==> src/rtl/alu_arbiter_pkg.sv <==
// Shared ALUOp codes (mirroring ctrl_encode_def.v) and the arbiter FSM state encodings.
package alu_arbiter_pkg;

   localparam int ALUOP_W = 5;

   localparam logic [ALUOP_W-1:0] ALUOP_NOP  = 5'h00;
   localparam logic [ALUOP_W-1:0] ALUOP_ADDU = 5'h01;
   localparam logic [ALUOP_W-1:0] ALUOP_ADD  = 5'h02;
   localparam logic [ALUOP_W-1:0] ALUOP_SUBU = 5'h03;
   localparam logic [ALUOP_W-1:0] ALUOP_SUB  = 5'h04;
   localparam logic [ALUOP_W-1:0] ALUOP_AND  = 5'h05;
   localparam logic [ALUOP_W-1:0] ALUOP_OR   = 5'h06;
   localparam logic [ALUOP_W-1:0] ALUOP_NOR  = 5'h07;
   localparam logic [ALUOP_W-1:0] ALUOP_XOR  = 5'h08;
   localparam logic [ALUOP_W-1:0] ALUOP_EQL  = 5'h0B;
   localparam logic [ALUOP_W-1:0] ALUOP_LUI  = 5'h14;

   typedef enum logic [1:0] {
      ARB_IDLE = 2'd0,
      ARB_EXEC = 2'd1,
      ARB_RESP = 2'd2
   } arb_state_t;

   // Ops the shared ALU is trusted to execute; anything else is answered with err.
   function automatic logic op_supported(input logic [ALUOP_W-1:0] op);
      case (op)
         ALUOP_ADDU, ALUOP_SUBU, ALUOP_OR, ALUOP_EQL,
         ALUOP_LUI, ALUOP_ADD, ALUOP_SUB: return 1'b1;
         default:                         return 1'b0;
      endcase
   endfunction

endpackage

==> src/rtl/alu_arbiter_rr_pick2.sv <==
// Two-way round-robin selector: the sole valid requester wins, a tie goes to
// whichever requester was not served last.
module rr_pick2 (
   input  logic valid0,
   input  logic valid1,
   input  logic last_owner,
   output logic grant,
   output logic winner
);

   assign grant  = valid0 | valid1;
   assign winner = (valid0 & valid1) ? ~last_owner : valid1;

endmodule

==> src/rtl/alu_arbiter.sv <==
// Shares one combinational ALU between two requesters: round-robin request
// acceptance, one registered EXEC cycle, then a held response per owner.
module alu_arbiter
   import alu_arbiter_pkg::*;
#(
   parameter int              DW      = 32,
   parameter int              OPW     = 5,
   parameter logic [OPW-1:0]  IDLE_OP = OPW'(ALUOP_ADDU)
) (
   input  logic            clk,
   input  logic            rstn,
   input  logic            req0_valid,
   output logic            req0_ready,
   input  logic [DW-1:0]   req0_a,
   input  logic [DW-1:0]   req0_b,
   input  logic [OPW-1:0]  req0_op,
   input  logic            req1_valid,
   output logic            req1_ready,
   input  logic [DW-1:0]   req1_a,
   input  logic [DW-1:0]   req1_b,
   input  logic [OPW-1:0]  req1_op,
   output logic            resp0_valid,
   input  logic            resp0_ready,
   output logic            resp1_valid,
   input  logic            resp1_ready,
   output logic [DW-1:0]   resp_data,
   output logic            resp_zero,
   output logic            resp_err,
   output logic [DW-1:0]   alu_a,
   output logic [DW-1:0]   alu_b,
   output logic [OPW-1:0]  alu_op,
   input  logic [DW-1:0]   alu_c,
   input  logic            alu_zero,
   output arb_state_t      arb_state
);

   // Handshakes: a transfer happens on a rising edge where valid and ready are
   // both high; valid never waits on ready, and ready may depend on valid.

   arb_state_t      state_q, state_d;
   logic            owner_q, last_owner_q;
   logic [DW-1:0]   a_q, b_q, data_q;
   logic [OPW-1:0]  op_q;
   logic            zero_q, err_q;

   logic            grant, winner;
   logic [DW-1:0]   sel_a, sel_b;
   logic [OPW-1:0]  sel_op;
   logic            sel_supported;
   logic            accept;
   logic            resp_fire;

   rr_pick2 u_pick (
      .valid0     (req0_valid),
      .valid1     (req1_valid),
      .last_owner (last_owner_q),
      .grant      (grant),
      .winner     (winner)
   );

   assign sel_a         = winner ? req1_a  : req0_a;
   assign sel_b         = winner ? req1_b  : req0_b;
   assign sel_op        = winner ? req1_op : req0_op;
   assign sel_supported = op_supported(ALUOP_W'(sel_op));

   // rstn gates acceptance so both readies stay low while reset is held.
   assign accept    = rstn && (state_q == ARB_IDLE) && grant;
   assign resp_fire = (state_q == ARB_RESP) && (owner_q ? resp1_ready : resp0_ready);

   always_ff @(posedge clk or negedge rstn) begin
      if (!rstn) begin
         state_q <= ARB_IDLE;
      end else begin
         state_q <= state_d;
      end
   end

   always_comb begin
      state_d = state_q;
      case (state_q)
         ARB_IDLE: if (accept)    state_d = sel_supported ? ARB_EXEC : ARB_RESP;
         ARB_EXEC:                state_d = ARB_RESP;
         ARB_RESP: if (resp_fire) state_d = ARB_IDLE;
         default:                 state_d = ARB_IDLE;
      endcase
   end

   always_comb begin
      req0_ready  = accept && !winner;
      req1_ready  = accept &&  winner;
      resp0_valid = (state_q == ARB_RESP) && !owner_q;
      resp1_valid = (state_q == ARB_RESP) &&  owner_q;
      alu_op      = (state_q == ARB_EXEC) ? op_q : IDLE_OP;
   end

   always_ff @(posedge clk or negedge rstn) begin
      if (!rstn) begin
         owner_q      <= 1'b0;
         last_owner_q <= 1'b1;
         a_q          <= '0;
         b_q          <= '0;
         op_q         <= IDLE_OP;
         data_q       <= '0;
         zero_q       <= 1'b0;
         err_q        <= 1'b0;
      end else begin
         if (accept) begin
            a_q     <= sel_a;
            b_q     <= sel_b;
            op_q    <= sel_op;
            owner_q <= winner;
            if (!sel_supported) begin
               data_q <= '0;
               zero_q <= 1'b0;
               err_q  <= 1'b1;
            end
         end
         // EQL reports only through zero; every other op reports only through data.
         if (state_q == ARB_EXEC) begin
            if (op_q == OPW'(ALUOP_EQL)) begin
               data_q <= '0;
               zero_q <= alu_zero;
            end else begin
               data_q <= alu_c;
               zero_q <= 1'b0;
            end
            err_q <= 1'b0;
         end
         if (resp_fire) begin
            last_owner_q <= owner_q;
         end
      end
   end

   assign alu_a     = a_q;
   assign alu_b     = b_q;
   assign resp_data = data_q;
   assign resp_zero = zero_q;
   assign resp_err  = err_q;
   assign arb_state = state_q;

endmodule

==> config.mk <==
export PLATFORM = sky130hd
export DESIGN_NAME = alu_arbiter
export DESIGN_NICKNAME = d
export VERILOG_FILES = /design/src/rtl/alu_arbiter_pkg.sv /design/src/rtl/alu_arbiter_rr_pick2.sv /design/src/rtl/alu_arbiter.sv
export SDC_FILE = /design/constraint.sdc
export NUM_CORES = 1
export LEC_CHECK = 0
export ABC_AREA = 0
export CAP_MARGIN = 20
export CORE_UTILIZATION = 40
export DETAILED_ROUTE_END_ITERATION = 6
export GPL_TIMING_DRIVEN = 0
export PLACE_DENSITY = 0.94
export SLEW_MARGIN = 30
export SYNTH_ARGS = -nofsm -noshare
export SYNTH_HDL_FRONTEND = slang
export SYNTH_SLANG_ARGS = --single-unit
==> constraint.sdc <==
create_clock -name clk -period 2.9 [get_ports clk]
set_clock_uncertainty 0.1 [all_clocks]
set_input_delay 0.58 -clock clk [delete_from_list [all_inputs] [get_ports clk]]
set_output_delay 0.58 -clock clk [all_outputs]
set_load 0.03 [all_outputs]
# Yosys cells after proc, flatten, opt, wreduce, memory -nomap -nowiden
# Cells that the tools add are included.
# word_totals
memories	0
output_inout_bits	109
romBits	0
latch_bits	0
regBits	107
ramBits	0
# classes
mul	0
magnitude_cmp	0
eq_ne	13
div_mod_pow	0
shift	0
n_reduce_logical	14
bitwise	3
addsub	0
mux	22
# op_table
operator	count
two-way mux 32 bit	6
equality test 5 x 2 -> 1 bit (second input constant)	2
equality test 5 x 3 -> 1 bit (second input constant)	2
equality test 5 x 4 -> 1 bit (second input constant)	2
two-way mux 1 bit	10
two-way mux 5 bit	2
logical AND 1 bit	7
OR reduction 7 bit	1
two-way mux 2 bit	3
case mux 2 bit (3 select lines)	1
equality test 5 x 1 -> 1 bit (second input constant)	1
equality test 5 bit (second input constant)	1
!= test 2 bit (second input constant)	2
AND reduction 2 bit	2
equality test 2 x 1 -> 1 bit (second input constant)	1
equality test 2 bit (second input constant)	1
logical NOT 1 bit	2
logical NOT 2 bit	1
!= test 2 x 1 -> 1 bit (second input constant)	1
nonzero test 2 bit	1
bitwise AND 1 bit	1
inverter 1 bit	1
OR 1 bit	1

# Logic depth before layout (Yosys ltp)
# Gate-level depths: netlist of the first run.
# depth
ltp_word	9
ltp_mapped	8

# Hierarchy
# Synthesis of the first run repeated with hierarchy kept, for this count alone.
# unflattened
hier_cells	452
hier_area_um2	4883.4
# by_module_without_submodules
mod	area_each_um2	instances	cells_each	seq_area_each_um2
alu_arbiter	4869.7	1	450	2680.1
rr_pick2	13.8	1	2	0.0

# Worst setup path after synthesis of the first run
# No wires, ideal clock.
# synth_path
path_kind	register -> output
from	register state_q[1], in the netlist arb_state[1]
to	output port req0_ready
path_slack_ps	351
stages_incl_launch_ff	8
arrival_ps	1869
cell_sequence	dfrtp_1 inv_2 o211ai_1 or2_1 clkbuf_1 buf_2 buf_1 nor2_1
# synth_via
elab_chain_len	4
# synth_lines
element	line	source
from (decl)	alu_arbiter.sv:40	arb_state_t state_q, state_d;
from (signal assigned)	alu_arbiter.sv:74	state_q <= state_d;
logical NOT 2 bit	alu_arbiter.sv:67	assign accept = rstn && (state_q == ARB_IDLE) && grant;
logical AND 1 bit (2 in a row)	alu_arbiter.sv:67	
logical AND 1 bit	alu_arbiter.sv:89	req0_ready = accept && !winner;
to (decl)	alu_arbiter.sv:13	output logic req0_ready,
# No other way between the ends.

# Final worst setup path of the first run
# layout_path
from	input port req0_valid
to	output port req0_ready
# layout_via
elab_chain_len	4
elab_cells_between_ends	6
classes_between	mux: 1; bitwise: 2; reduce/logical: 3
# layout_lines
element	line	source
from (decl)	alu_arbiter.sv:12	input logic req0_valid,
bitwise AND 1 bit	alu_arbiter_rr_pick2.sv:12	assign winner = (valid0 & valid1) ? ~last_owner : valid1;
two-way mux 1 bit	alu_arbiter_rr_pick2.sv:12	
logical NOT 1 bit	alu_arbiter.sv:89	
logical AND 1 bit *	alu_arbiter.sv:89	
# Every way passes the cells marked *; elsewhere a longest branch is shown, timed or not.

==> results of run 1 <==
-- worst max-delay path by stage --
stage | startpoint | to | slack (ns) | cells past startpoint
after floorplan | arb_state[1] | req0_ready | 0.35 | 7
after global placement | rstn | req0_ready | -4.87 | 8
after detailed placement | rstn | req0_ready | -1.23 | 9
after CTS | req0_valid | req0_ready | -0.09 | 7
after global routing | req0_valid | req0_ready | -0.13 | 7
final | req0_valid | req0_ready | -0.07 | 7
-- cells by family after synthesis --
kind of cell	Yosys count	share of synthesized area (%)
simple gates	100	9.03
mux	71	15.2
buf+inv	31	3.09
compound gates	114	15.6
flops	107	57.1
-- registers in the layout, indices dropped and copies added (netlist names) --
signal        flops
resp_err          1
alu_b            32
arb_state         2
alu_a            32
last_owner_q      1
op_q              5
resp_zero         1
resp_data        32
owner_q           1
-- worst max-delay path, delay by kind of cell --
kind,cells,cell delay (ns)
simple gates,2,0.46
compound gates,1,0.13
buf+inv,4,1.11
-- metrics by stage --
step	TNS [ns]	instances	area, µm²	utilization [%]
3_3_place_gp	-669.42	851	7730	67.7
4_1_cts	-0.0902	867	8100	70.9
5_1_grt	-0.127	868	8110	71.0
2_1_floorplan	0	423	4700	-
3_5_place_dp	-9.72	852	7760	67.9
6_report	-0.0653	868	8110	71.0
-- per-layer routing --
layer / vias to the layer above / wire, µm
met2: 208 / 8550
li1: 2093 / -
met3: 23 / 1320
met1: 2194 / 5880
met4: 0 / 312
met5: - / 0
-- final cells by class --
cell class	count	area share, %
Buffer	28	1.74
Clock buffer	14	3.01
Inverter	1	0.0463
Multi-Input combinational cell	285	23.1
Sequential cell	107	33.1
Tap cell	143	2.21
Timing Repair Buffer	290	36.8
-- power by group through the flow --
| stage | Clock (mW) | Sequential (mW) | Combinational (mW) |
|---|---|---|---|
| after floorplan | 0 | 3.68 | 0.915 |
| after global placement | 0 | 2.51 | 3.88 |
| after detailed placement | 0 | 2.55 | 3.98 |
| after CTS | 1.10 | 2.53 | 4.02 |
| after global routing | 1.16 | 2.61 | 4.22 |
| final | 1.08 | 2.54 | 4.00 |
-- timing repair --
action | 4_1_cts | 5_1_grt
cloned | 2 | 0
gates resized for setup | 19 | 3
pin swaps | 0 | 1
endpoints found under the setup margin | 2 | 6
buffers inserted | 0 | 1
endpoints found under the hold margin | 24 | 0
hold buffers | 1 | 0
-- cells in the mapped netlist --
cell / number
buf_6: 3
or2_1: 1
a21boi_2: 1
and2_1: 5
a22o_1: 33
nor2b_1: 2
or3_1: 2
nand4_1: 1
o211ai_1: 2
nand2b_1: 1
nor4bb_1: 2
a21bo_2: 1
dfstp_2: 2
nand2_1: 74
a21oi_1: 3
a21oi_4: 1
a21bo_1: 1
nand4b_1: 1
nor2_1: 10
clkbuf_1: 14
inv_2: 1
a21o_1: 1
buf_1: 8
dfrtp_1: 105
buf_2: 5
o21ai_1: 10
mux2i_1: 70
mux2_2: 1
o21ai_0: 60
a32o_1: 1
nor3_1: 1
-- cells in the final DEF (no fill, tap or decap), types with 3 or more instances in the layout --
master,synthesis,final
clkbuf_1,14,18
a22o_1,33,33
a21oi_1,3,3
nor2_1,10,10
o21ai_0,60,60
buf_1,8,7
and2_1,5,5
buf_4,0,6
nand2_1,74,74
buf_6,3,3
mux2i_1,70,70
dfrtp_1,105,105
clkbuf_16,0,9
o21ai_1,10,10
clkdlybuf4s50_1,0,282
==> results.ini, run 1 <==
[run_status]
violations=negative setup slack
outcome=finished with violations

[sta]
setup_viol=1
tightest_slew_ns=0.858
fmax_mhz=337
hold-worst-slack_ns=0.0679
rsz0062_at_grt=yes
period_minus_slack_ns=2.97
finalMaxSlewViolations=0
slew_headroom_pct=42.8
period_share_pct=102
hold_viol=0
worst_slack_ns=-0.0653

[clock_network]
clockBufferDepth=2
htree_levels=3
clkSinkCount=107
cts-root-buf=clkbuf_16
clock_latency_ns=0.34
clk_pin_slew_ns=0.06
cts_tree=built
numCtsBuffers=9

[synthesis]
synth_area_mm2=0.00470
ys_seq_elements=107
synth_area_leaders=dfrtp_1 56%, mux2i_1 15%, o21ai_0 6.4%, a22o_1 6.2%, nand2_1 5.9%
yosysTopAreaCell=dfrtp_1
netlist_instances=423
syn_avg_cell_area_um2=11.1
ys_warn_count=0
yosysSeqAreaShare_pct=57.1
synth_cell_types=31
synth_top_area_share_pct=56.0
syn_nets=600

[floorplan]
start_util_pct=41.1
num_rows=39
die-area_mm2=0.0122
die_w_um=110
coreArea_mm2=0.0114
die_h_um=110
ios=286

[global_routing]
busiest_layer=met2
grt_use_met3_pct=7.47
antenna_found_initial=0
grtUsageMet2_pct=47.9
grt_remaining_overflow=0
grt_use_total_pct=26.0
gr-usage-met1_pct=27.6
grt_max_degree=31
grt_pass1_wl_mm=23.5
grt_pass1_vias=4700

[final_layout]
drive_gt1_share_pct=4.69
final_nets=899
n_antenna_cell=0
multi_input_area_mm2=0.00188
area_growth_pct=72.7
regArea_mm2=0.00268
fillers=809

[worst_setup_path]
rrSetupSlack_ns=0.56
start_kind=input pin
path_common_cell=buf_4
arrival_ns=2.29
cp_max_fo=10
slowest_delay_ns=0.52
r2r-end=resp_data[29]
r2r_cells=7
r2r-start=last_owner_q
path_cells=clkdlybuf4s50_1 > o211ai_1 > or2_4 > buf_4 > buf_2 > nor2_1 > buf_4
critPathCaptureType=output port
cp_data_required_time_ns=2.22
critPathSlowestCell=clkdlybuf4s50_1
critPathKind=in2out

[routing]
drt-vias-per-instance=5.21
drt_wl_total_mm=16.1
dr.pass1.iters=4
num_vias=4518
initialDrtViolationCount=176
postRouteAntennaNets=0
routedWlPerCell_um=18.5
remaining_drc_errors=0

[pwr]
power_mw=7.62
irDropWorstVdd_mv=0.620
p_clk_share_pct=14.1
power.switching_mw=3.19
swShare_pct=41.9
seqPwrFrac_pct=33.3
p_leak_nw=3.62
powerDensity_mw_per_mm2=939
combPwrFrac_pct=52.5
p_int_mw=4.42

[placement]
place_congestion=0.825
pre_cts_ws_ns=-1.23
hpwl_mm=12.3
placement.io_buffers=285

[min_path]
min_path_type=in2async

[run]
cap_violations=0

Power figures use the tool's default switching activity.
==> run 2, diff against run 1 <==
--- a/config.mk
+++ b/config.mk
@@ -11,6 +11,7 @@
 export DETAILED_ROUTE_END_ITERATION = 6
 export GPL_TIMING_DRIVEN = 0
 export PLACE_DENSITY = 0.94
+export SETUP_SLACK_MARGIN = 0.1
 export SLEW_MARGIN = 30
 export SYNTH_ARGS = -nofsm -noshare
 export SYNTH_HDL_FRONTEND = slang
==> run 2 against run 1 <==
Via count rose by 1.2%; clock-buffer cell count is the same; non-clock buffer count grew 3; sequential power hardly changed; utilization is 0.49 points higher; the run now ends clean; critical endpoint unchanged; largest cell class unchanged; hold slack barely moved; critical path type unchanged; highest routed layer unchanged; flip-flop and latch count is the same; setup slack gained 0.30 ns.
==> results.ini, run 2 (synthesized netlist as in run 1, its figures left out) <==
[run_status]
outcome=finished, final reports clean

[run]
cap_violations=0

[routing]
postRouteAntennaNets=0
dr.pass1.iters=4
drt_wl_total_mm=16.2
remaining_drc_errors=0
initialDrtViolationCount=175
routedWlPerCell_um=18.5
drt-vias-per-instance=5.25
num_vias=4572

[final_layout]
mostFrequentLayoutCells=280 x clkdlybuf4s50_1, 105 x dfrtp_1, 74 x nand2_1
multi_input_area_mm2=0.00189
final_nets=902
area_growth_pct=73.9
fin_area_mm2=0.00817
n_antenna_cell=0
drive_gt1_share_pct=5.22
fillers=797
final_common_cell=clkdlybuf4s50_1
regArea_mm2=0.00268

[floorplan]
num_rows=39
start_util_pct=41.1
die_h_um=110
ios=286
die-area_mm2=0.0122
die_w_um=110
coreArea_mm2=0.0114

[worst_setup_path]
critPathKind=in2out
start_kind=input pin
cp_data_required_time_ns=2.22
arrival_ns=1.98
cp_max_fo=30
critPathCaptureType=output port

[sta]
period_minus_slack_ns=2.66
tightest_slew_ns=0.841
period_share_pct=91.9
finalMaxSlewViolations=0
slew_headroom_pct=44.0
fmax_mhz=375
setup_viol=0
hold_viol=0
worst_slack_ns=0.235
rsz0062_at_grt=no

[global_routing]
grt_pass1_vias=4730
grt_max_degree=31
grt_remaining_overflow=0
grt_use_total_pct=26.3
grt_pass1_wl_mm=23.7
antenna_found_initial=0

[placement]
hpwl_mm=12.3
place_area_mm2=0.00776
place_congestion=0.825
pre_cts_ws_ns=-1.23
placement.io_buffers=285

[pwr]
power.switching_mw=3.21
p_leak_nw=3.65
powerDensity_mw_per_mm2=937
combPwrFrac_pct=52.7
swShare_pct=41.9
power_mw=7.65
p_clk_share_pct=14.1
seqPwrFrac_pct=33.2
p_int_mw=4.44
irDropWorstVdd_mv=0.620

[clock_network]
numCtsBuffers=9
clkSinkCount=107
cts-root-buf=clkbuf_16
clockBufferDepth=2
clock_latency_ns=0.34
cts_tree=built
htree_levels=3
clk_pin_slew_ns=0.06

[min_path]
min_path_type=in2async

## run 2: cell types whose count changed in the layout (fill, tap and decap cells not counted), moves of 2 or more
cell,change
nor2_4,+2
clkdlybuf4s50_1,-2
buf_6,+4
nor2_1,-2
## run 2: area by class of cell
| cell class | count | share of cell area, % |
|---|---|---|
| plain buffers | 30 | 2.01 |
| multi-input cells | 285 | 23.2 |
| repair buffers | 291 | 36.8 |
| flip-flops and latches | 107 | 32.8 |
| inverters | 1 | 0.0460 |
| well taps | 143 | 2.19 |
| clock buffers | 14 | 2.99 |
## run 2: critical path, cell delays in order
cell,delay [ns]
buf_16,0.10
buf_16,0.18
o211ai_1,0.13
or2_1,0.22
buf_4,0.17
buf_6,0.16
buf_6,0.15
nor2_4,0.12
buf_6,0.14
## run 2: power by group through the flow
stage	Combinational (mW)	Sequential [mW]	Clock (mW)
finish	4.03	2.54	1.08
CTS	4.04	2.53	1.10
detailed placement	3.98	2.55	0
floorplan	0.915	3.68	0
global route	4.25	2.62	1.16
global placement	3.88	2.51	0
## run 2: worst paths after layout
path | start | end | slack, ns | cells after the start
setup reg to reg | last_owner_q | resp_data[29] | 0.63 | 7
setup / recovery | rstn | req0_ready | 0.24 | 9
hold reg to reg | alu_a[3] | alu_a[3] | 0.38 | 2
hold / removal | rstn | alu_a[12] | 0.07 | 2
min in group clk | alu_a[3] | alu_a[3] | 0.38 | 2
max in group asynchronous | rstn | resp_data[18] | 2.33 | 2
## run 2: metrics by stage
step	instances	setup TNS (ns)	util [%]	hold WS (ns)
2_1_floorplan	423	0	-	0.184
3_3_place_gp	851	-669.42	67.7	0.363
3_5_place_dp	852	-9.72	67.9	0.371
4_1_cts	870	0	71.3	0.0614
5_1_grt	871	0	71.5	0.0616
6_report	871	0	71.5	0.0678
## run 2: what timing repair did
item,4_1_cts,5_1_grt
resized for setup,30,5
hold endpoints to repair,24,0
setup buffers,1,1
hold buffers,1,0
endpoints found under the setup margin,6,6
pin swaps,1,1
gates cloned,2,0
## run 2: routing by layer
| layer | global-route usage [%] | vias up | routed length (µm) |
|---|---|---|---|
| li1 | - | 2096 | - |
| met1 | 27.9 | 2236 | 5930 |
| met2 | 48.4 | 213 | 8600 |
| met3 | 7.58 | 27 | 1320 |
| met4 | 11.1 | 0 | 303 |
| met5 | 0 | - | 0 |
==> edit 1, RTL diff (flow settings as in run 2) <==
Change the parameter `DW` from 32 to 16.
--- a/src/rtl/alu_arbiter.sv
+++ b/src/rtl/alu_arbiter.sv
@@ -3,7 +3,7 @@
 module alu_arbiter
    import alu_arbiter_pkg::*;
 #(
-   parameter int              DW      = 32,
+   parameter int              DW      = 16,
    parameter int              OPW     = 5,
    parameter logic [OPW-1:0]  IDLE_OP = OPW'(ALUOP_ADDU)
 ) (
Ports: changed (8 resized); port bits go from 286 to 158. The function was not compared with the original's and may differ.
==> edit 1 against run 2 <==
  * Clock power is 15% lower
  * Area after synthesis is 42% lower
  * The flow now finishes with violations (design-rule violations)
  * Routed wire length fell by 49%
  * Cell area fell by 42%
  * Largest cell class unchanged
  * Sequential cell count shrank 48
  * Worst setup slack worse by 0.040 ns
  * Final cell count shrank 43%
  * Largest power group unchanged
  * Via count fell by 43%
  * Synthesized cell count fell by 42%
  * Critical path depth fell by 2
  * Combinational power shrank 46%
  * Highest routed layer unchanged
  * Register-to-register slack better by 0.29 ns
  * Total power is 41% lower
==> edit 1: results (changes against run 2) <==
Global route:
- The number of global-route vias before repair is 2774 (-41%).
- The fraction of met3 tracks used by global routing is 7.47% (-0.11 points).
- The global routing met1 resource utilization is 26.1% (-1.8 points).
- The first-pass GRT wire length came to 13.3 mm (-44%).
- The global-route usage over all layers is 24.3% (-2.0 points).
- The global routing usage on met2 is 45.2% (-3.2 points).

Yosys:
- The number of instances in the synthesized netlist is 247 (-42%).
- The total nets after synthesis is 344 (-43%).
- The commonest cells after synthesis are dfrtp_1, nand2_1, mux2i_1.
- The share of synthesized area occupied by flip-flops and latches is 54.7% (-2.3 points).
- The count of unique library cells instantiated by Yosys is 34 (+9.7%).

Place:
- The instance area after placement came to 4390 um^2 (-43%).
- The weighted congestion at the end of routability-driven global placement is 0.829 (+0.55%).
- The count of input and output buffers came to 157 (-45%).

Layout:
- The final net count was 515 (-43%).
- The filler cell count came to 462 (-42%).

Power and ir drop:
- The static leakage was 2.12 nW (-42%).
- The internal power is 2.73 mW (-39%).
- The combinational cell fraction of total power came to 48.5% (-4.2 points).
- The total power is 4.51 mW (-41%).
- The maximum vdd ir drop was 0.000512 V (-17%).
- The sequential power is 1.41 mW (-44%).

Clock tree:
- The root buffer cell is clkbuf_8.
- The total setup buffers inserted after CTS is 0 (-1).
- The post-CTS resize count is 19 (-37%).

Worst setup path:
- The critical path data arrival time is 2.02 ns (+0.04 ns).
- The biggest cell delay along the critical path was 0.48 ns (+0.26 ns).
- The cell type of the slowest stage on the worst timing path is clkdlybuf4s50_1.
- The capture point of the worst reg-to-reg path is resp_data[13].

Routing:
- The detailed-route DRC error count is 21 (+21).
- The final wirelength came to 8.29 mm (-49%).
- The wire length the detailed router placed on met1 is 3.08 mm (-48%).
- The via density per instance came to 5.22 (-0.63%).

Timing:
- The actual slew at the worst max-slew pin is 0.495 ns (-0.345 ns).

Run status:
- The flow ran to the end, but the final reports show violations.
- The final reports fail on design-rule violations.
-- edit 1: cell types whose count changed after synthesis, moves of 2 or more --
cell      change
mux2i_1      -32
buf_1         -6
o21ai_0      -59
dfrtp_1      -48
clkbuf_1      -9
o21ai_1      +27
buf_6         -2
nand2_1      -33
a22o_1       -16
nor2_1        -3
-- edit 1: through the flow --
| stage | hold slack [ns] | utilization (%) | setup slack (ns) |
|---|---|---|---|
| after CTS | 0.00434 | 72.9 | 0.114 |
| after global routing | 0.0699 | 73.3 | 0.103 |
| final | 0.0752 | 73.3 | 0.195 |
| after floorplan | 0.184 | - | 0.515 |
| after detailed placement | 0.369 | 68.3 | -0.674 |
| after global placement | 0.360 | 68.0 | -2.83 |
-- edit 1: worst max path at each step --
stage,startpoint,endpoint,depth (start not counted)
floorplan,arb_state[1],req0_ready,6
global placement,rstn,req0_ready,7
detailed placement,rstn,req0_ready,8
CTS,req0_valid,req0_ready,7
global route,req1_valid,req0_ready,7
finish,req1_valid,req0_ready,7
-- edit 1: final cells by class --
type / count / area [um^2] / area share [%]
plain buffers: 15 / 92.6 / 1.97
clock buffers: 11 / 141 / 3.00
clock inverters: 5 / 100 / 2.12
inverters: 2 / 7.51 / 0.159
multi-input cells: 171 / 1140 / 24.2
flip-flops and latches: 59 / 1480 / 31.4
well taps: 77 / 96.3 / 2.05
repair buffers: 160 / 1650 / 35.1
-- edit 1: worst max-delay path, delay by kind of cell --
family                 cells  cell delay, ns
AO/OA/AOI/OAI              1            0.12
buffers and inverters      4            0.97
AND/OR/NAND/NOR            2            0.34
-- edit 1: kinds of logic after synthesis --
family / Yosys count / synth area share [%]
AND/OR/NAND/NOR: 67 / 11.7
AO/OA/AOI/OAI: 65 / 16.0
flip-flops: 59 / 54.7
multiplexers: 39 / 14.5
buffers and inverters: 17 / 3.06
==> edit 2, RTL diff (config.mk and constraints of run 2) <==
Made on the original files. Register the output `resp_err` once more, cleared by the reset; this adds one clock of latency there. The other outputs are not delayed to match.
--- a/src/rtl/alu_arbiter.sv
+++ b/src/rtl/alu_arbiter.sv
@@ -136,7 +136,13 @@
    assign alu_b     = b_q;
    assign resp_data = data_q;
    assign resp_zero = zero_q;
-   assign resp_err  = err_q;
+   always_ff @(posedge clk or negedge rstn) begin
+      if (!rstn) begin
+         resp_err <= '0;
+      end else begin
+         resp_err <= err_q;
+      end
+   end
    assign arb_state = state_q;
 
 endmodule
Check against the original RTL: not equivalent (a bounded check fails within 4 cycles, from zero or initial values and one cycle with rstn low).
==> edit 2 against run 2 <==
  * Routed wire length fell by 0.89%
  * Area after synthesis rose by 0.53%
  * Sequential cell count rose by 1
  * Cell area rose by 1.1%
  * Largest cell class unchanged
  * Critical endpoint is now alu_op[1]
  * Total power rose by 2.8%
  * Worst setup slack got worse by 0.0022 ns
==> edit 2: results (changes against run 2) <==
Place:
- The HPWL reported at the end of detailed placement is 12.2 mm (-0.61%).
- The count of input and output buffers is 285 (unchanged).
- The worst slack after detailed placement is -1.22 ns (+0.00994 ns).
- The weighted congestion at the end of routability-driven global placement was 0.879 (+6.6%).

Routing:
- The final wirelength came to 16.0 mm (-0.89%).
- The number of violations reported at the end of detailed-routing iteration 0 is 218 (+25%).
- The via density per instance is 5.21 (-0.81%).
- The number of detailed-routing iterations run before antenna repair was 6 (+2).

Clock tree:
- The number of H-tree levels is 3 (unchanged).
- The root buffer cell is clkbuf_16.
- The maximum buffer depth of the clock tree is 2 (unchanged).
- The number of clock buffers inserted by TritonCTS is 9 (unchanged).
- Clock latency on the worst-skew pair, taken at its later pin, is 0.35 ns.
- After clock tree synthesis, the clock-pin slew on the worst setup and hold paths is 0.07 ns.

Worst setup path:
- The reg-to-reg setup timing slack was 0.66 ns (+0.03 ns).
- The critical path data arrival time is approximately 2 ns.
- The worst register-to-register path ends at alu_a[31].
- The largest individual stage delay along the critical path comes from the cell clkdlybuf4s50_1.
- The biggest cell delay along the critical path was 0.71 ns (+0.49 ns).
- The maximum fanout encountered on the critical timing path is 7 (-77%).
- The depth of the worst register-to-register path is 5 (-2).
- In this run the critical register-to-register path is launched from last_owner_q.
- The endpoint of the most critical setup path is alu_op[1].
- In this run the worst setup path begins at arb_state[0].

Yosys:
- After synthesis, the cell types taking the most area are dfrtp_1, mux2i_1, o21ai_0, a22o_1, nand2_1.
- The share of synthesized area occupied by flip-flops and latches is 57.3% (+0.23 points).
- The total nets after synthesis came to 601 (+0.17%).
- The proportion of register bits with asynchronous set or reset after synthesis was 100% (unchanged).
- By count the netlist is led by dfrtp_1, nand2_1, mux2i_1.
- The count of unique library cells instantiated by Yosys is 31 (unchanged).
- The total number of yosys warnings is 0 (unchanged).

Layout:
- The share of post-route cells with drive strength above 1 is 5.75% (+0.53 points).
- The filler cell count is 776 (-2.6%).
- The final net count is 903 (+0.11%).

Timing:
- The actual slew at the worst max-slew pin is 0.892 ns (+0.0514 ns).
- The highest clock rate is 375 MHz (about the same).

Global route:
- The global-route usage over all layers is 26.8% (+0.48 points).
- The number of global-route vias before repair is 4840 (+2.3%).
- The number of antenna violations at the first check in global routing is 1 (+1).
- The pin count of the biggest net entering global routing was 42 (+35%).
- The first-pass GRT wire length was 25.4 mm (+7.0%).

Power and ir drop:
- The static leakage came to 3.69 nW (+1.2%).
- The maximum vdd ir drop is 0.000734 V (+18%).

Min path:
- The path class of the tightest hold or removal check is in2async.

Run status:
- The flow ran to the end, and the final reports show no timing, DRC or antenna violations.
-- edit 2: area by class of cell --
| type | instances | area share, % |
|---|---|---|
| multi-input combinational | 285 | 22.9 |
| buffer | 30 | 2.11 |
| clock buffer | 12 | 2.87 |
| clock inverter | 4 | 0.894 |
| inverter | 1 | 0.0455 |
| sequential | 108 | 32.8 |
| antenna | 1 | 0.0303 |
| timing repair buffer | 291 | 36.2 |
| tap | 143 | 2.17 |
-- edit 2: cells by family (layout without fill, tap and decap cells) --
kind of cell           count (synthesis)  after routing  synth area share (%)
AO/OA/AOI/OAI                        114            114                  15.6
flip-flops                           108            108                  57.3
AND/OR/NAND/NOR                      100            100                  8.99
multiplexers                          71             71                  15.1
buffers and inverters                 31            338                  3.07
other                                  0              1                     0
-- edit 2: power breakdown --
group / leakage (nW) / switching, mW / internal [mW]
Clock: 0.151 / 0.540 / 0.759
Combinational: 2.17 / 2.27 / 1.73
Sequential: 1.37 / 0.407 / 2.16
-- edit 2: repair_timing --
| item | CTS | global route |
|---|---|---|
| resized for setup | 29 | 4 |
| hold buffers | 1 | 0 |
| endpoints found under the hold margin | 41 | 0 |
| buffers inserted | 1 | 1 |
| pin swaps | 1 | 1 |
| setup endpoints to repair | 6 | 6 |
| gates cloned | 2 | 0 |
-- edit 2: how the worst min path moves through the flow --
stage / from / endpoint / slack, ns / cells past startpoint
global placement: err_q / resp_err / 0.27 / 0
detailed placement: err_q / resp_err / 0.27 / 0
CTS: rstn / alu_a[12] / 0.05 / 2
global route: rstn / alu_a[12] / 0.05 / 2
floorplan: rstn / alu_a[0] / 0.18 / 0
finish: rstn / alu_a[7] / 0.06 / 2
-- edit 2: worst max-delay path: cells and delay by family, from the launching register on --
family                 cells  cell delay (ns)
DFF                        1             0.47
and+or+nand+nor            2             0.46
buffers and inverters      1             0.71
-- edit 2: layer usage --
layer,routed length (um),global-route usage [%]
met5,0,0
met4,489,11.4
met3,1210,8.40
met2,8420,48.4
met1,5900,28.6
-- edit 2: stage by stage --
stage	std cells	setup TNS, ns	instance area [um^2]	total power, mW
global route	875	0	8250	8.24
finish	875	0	8250	7.87
floorplan	424	0	4720	4.62
CTS	873	0	8230	7.90
detailed placement	853	-10.05	7780	6.53
global placement	852	-688.24	7750	6.40
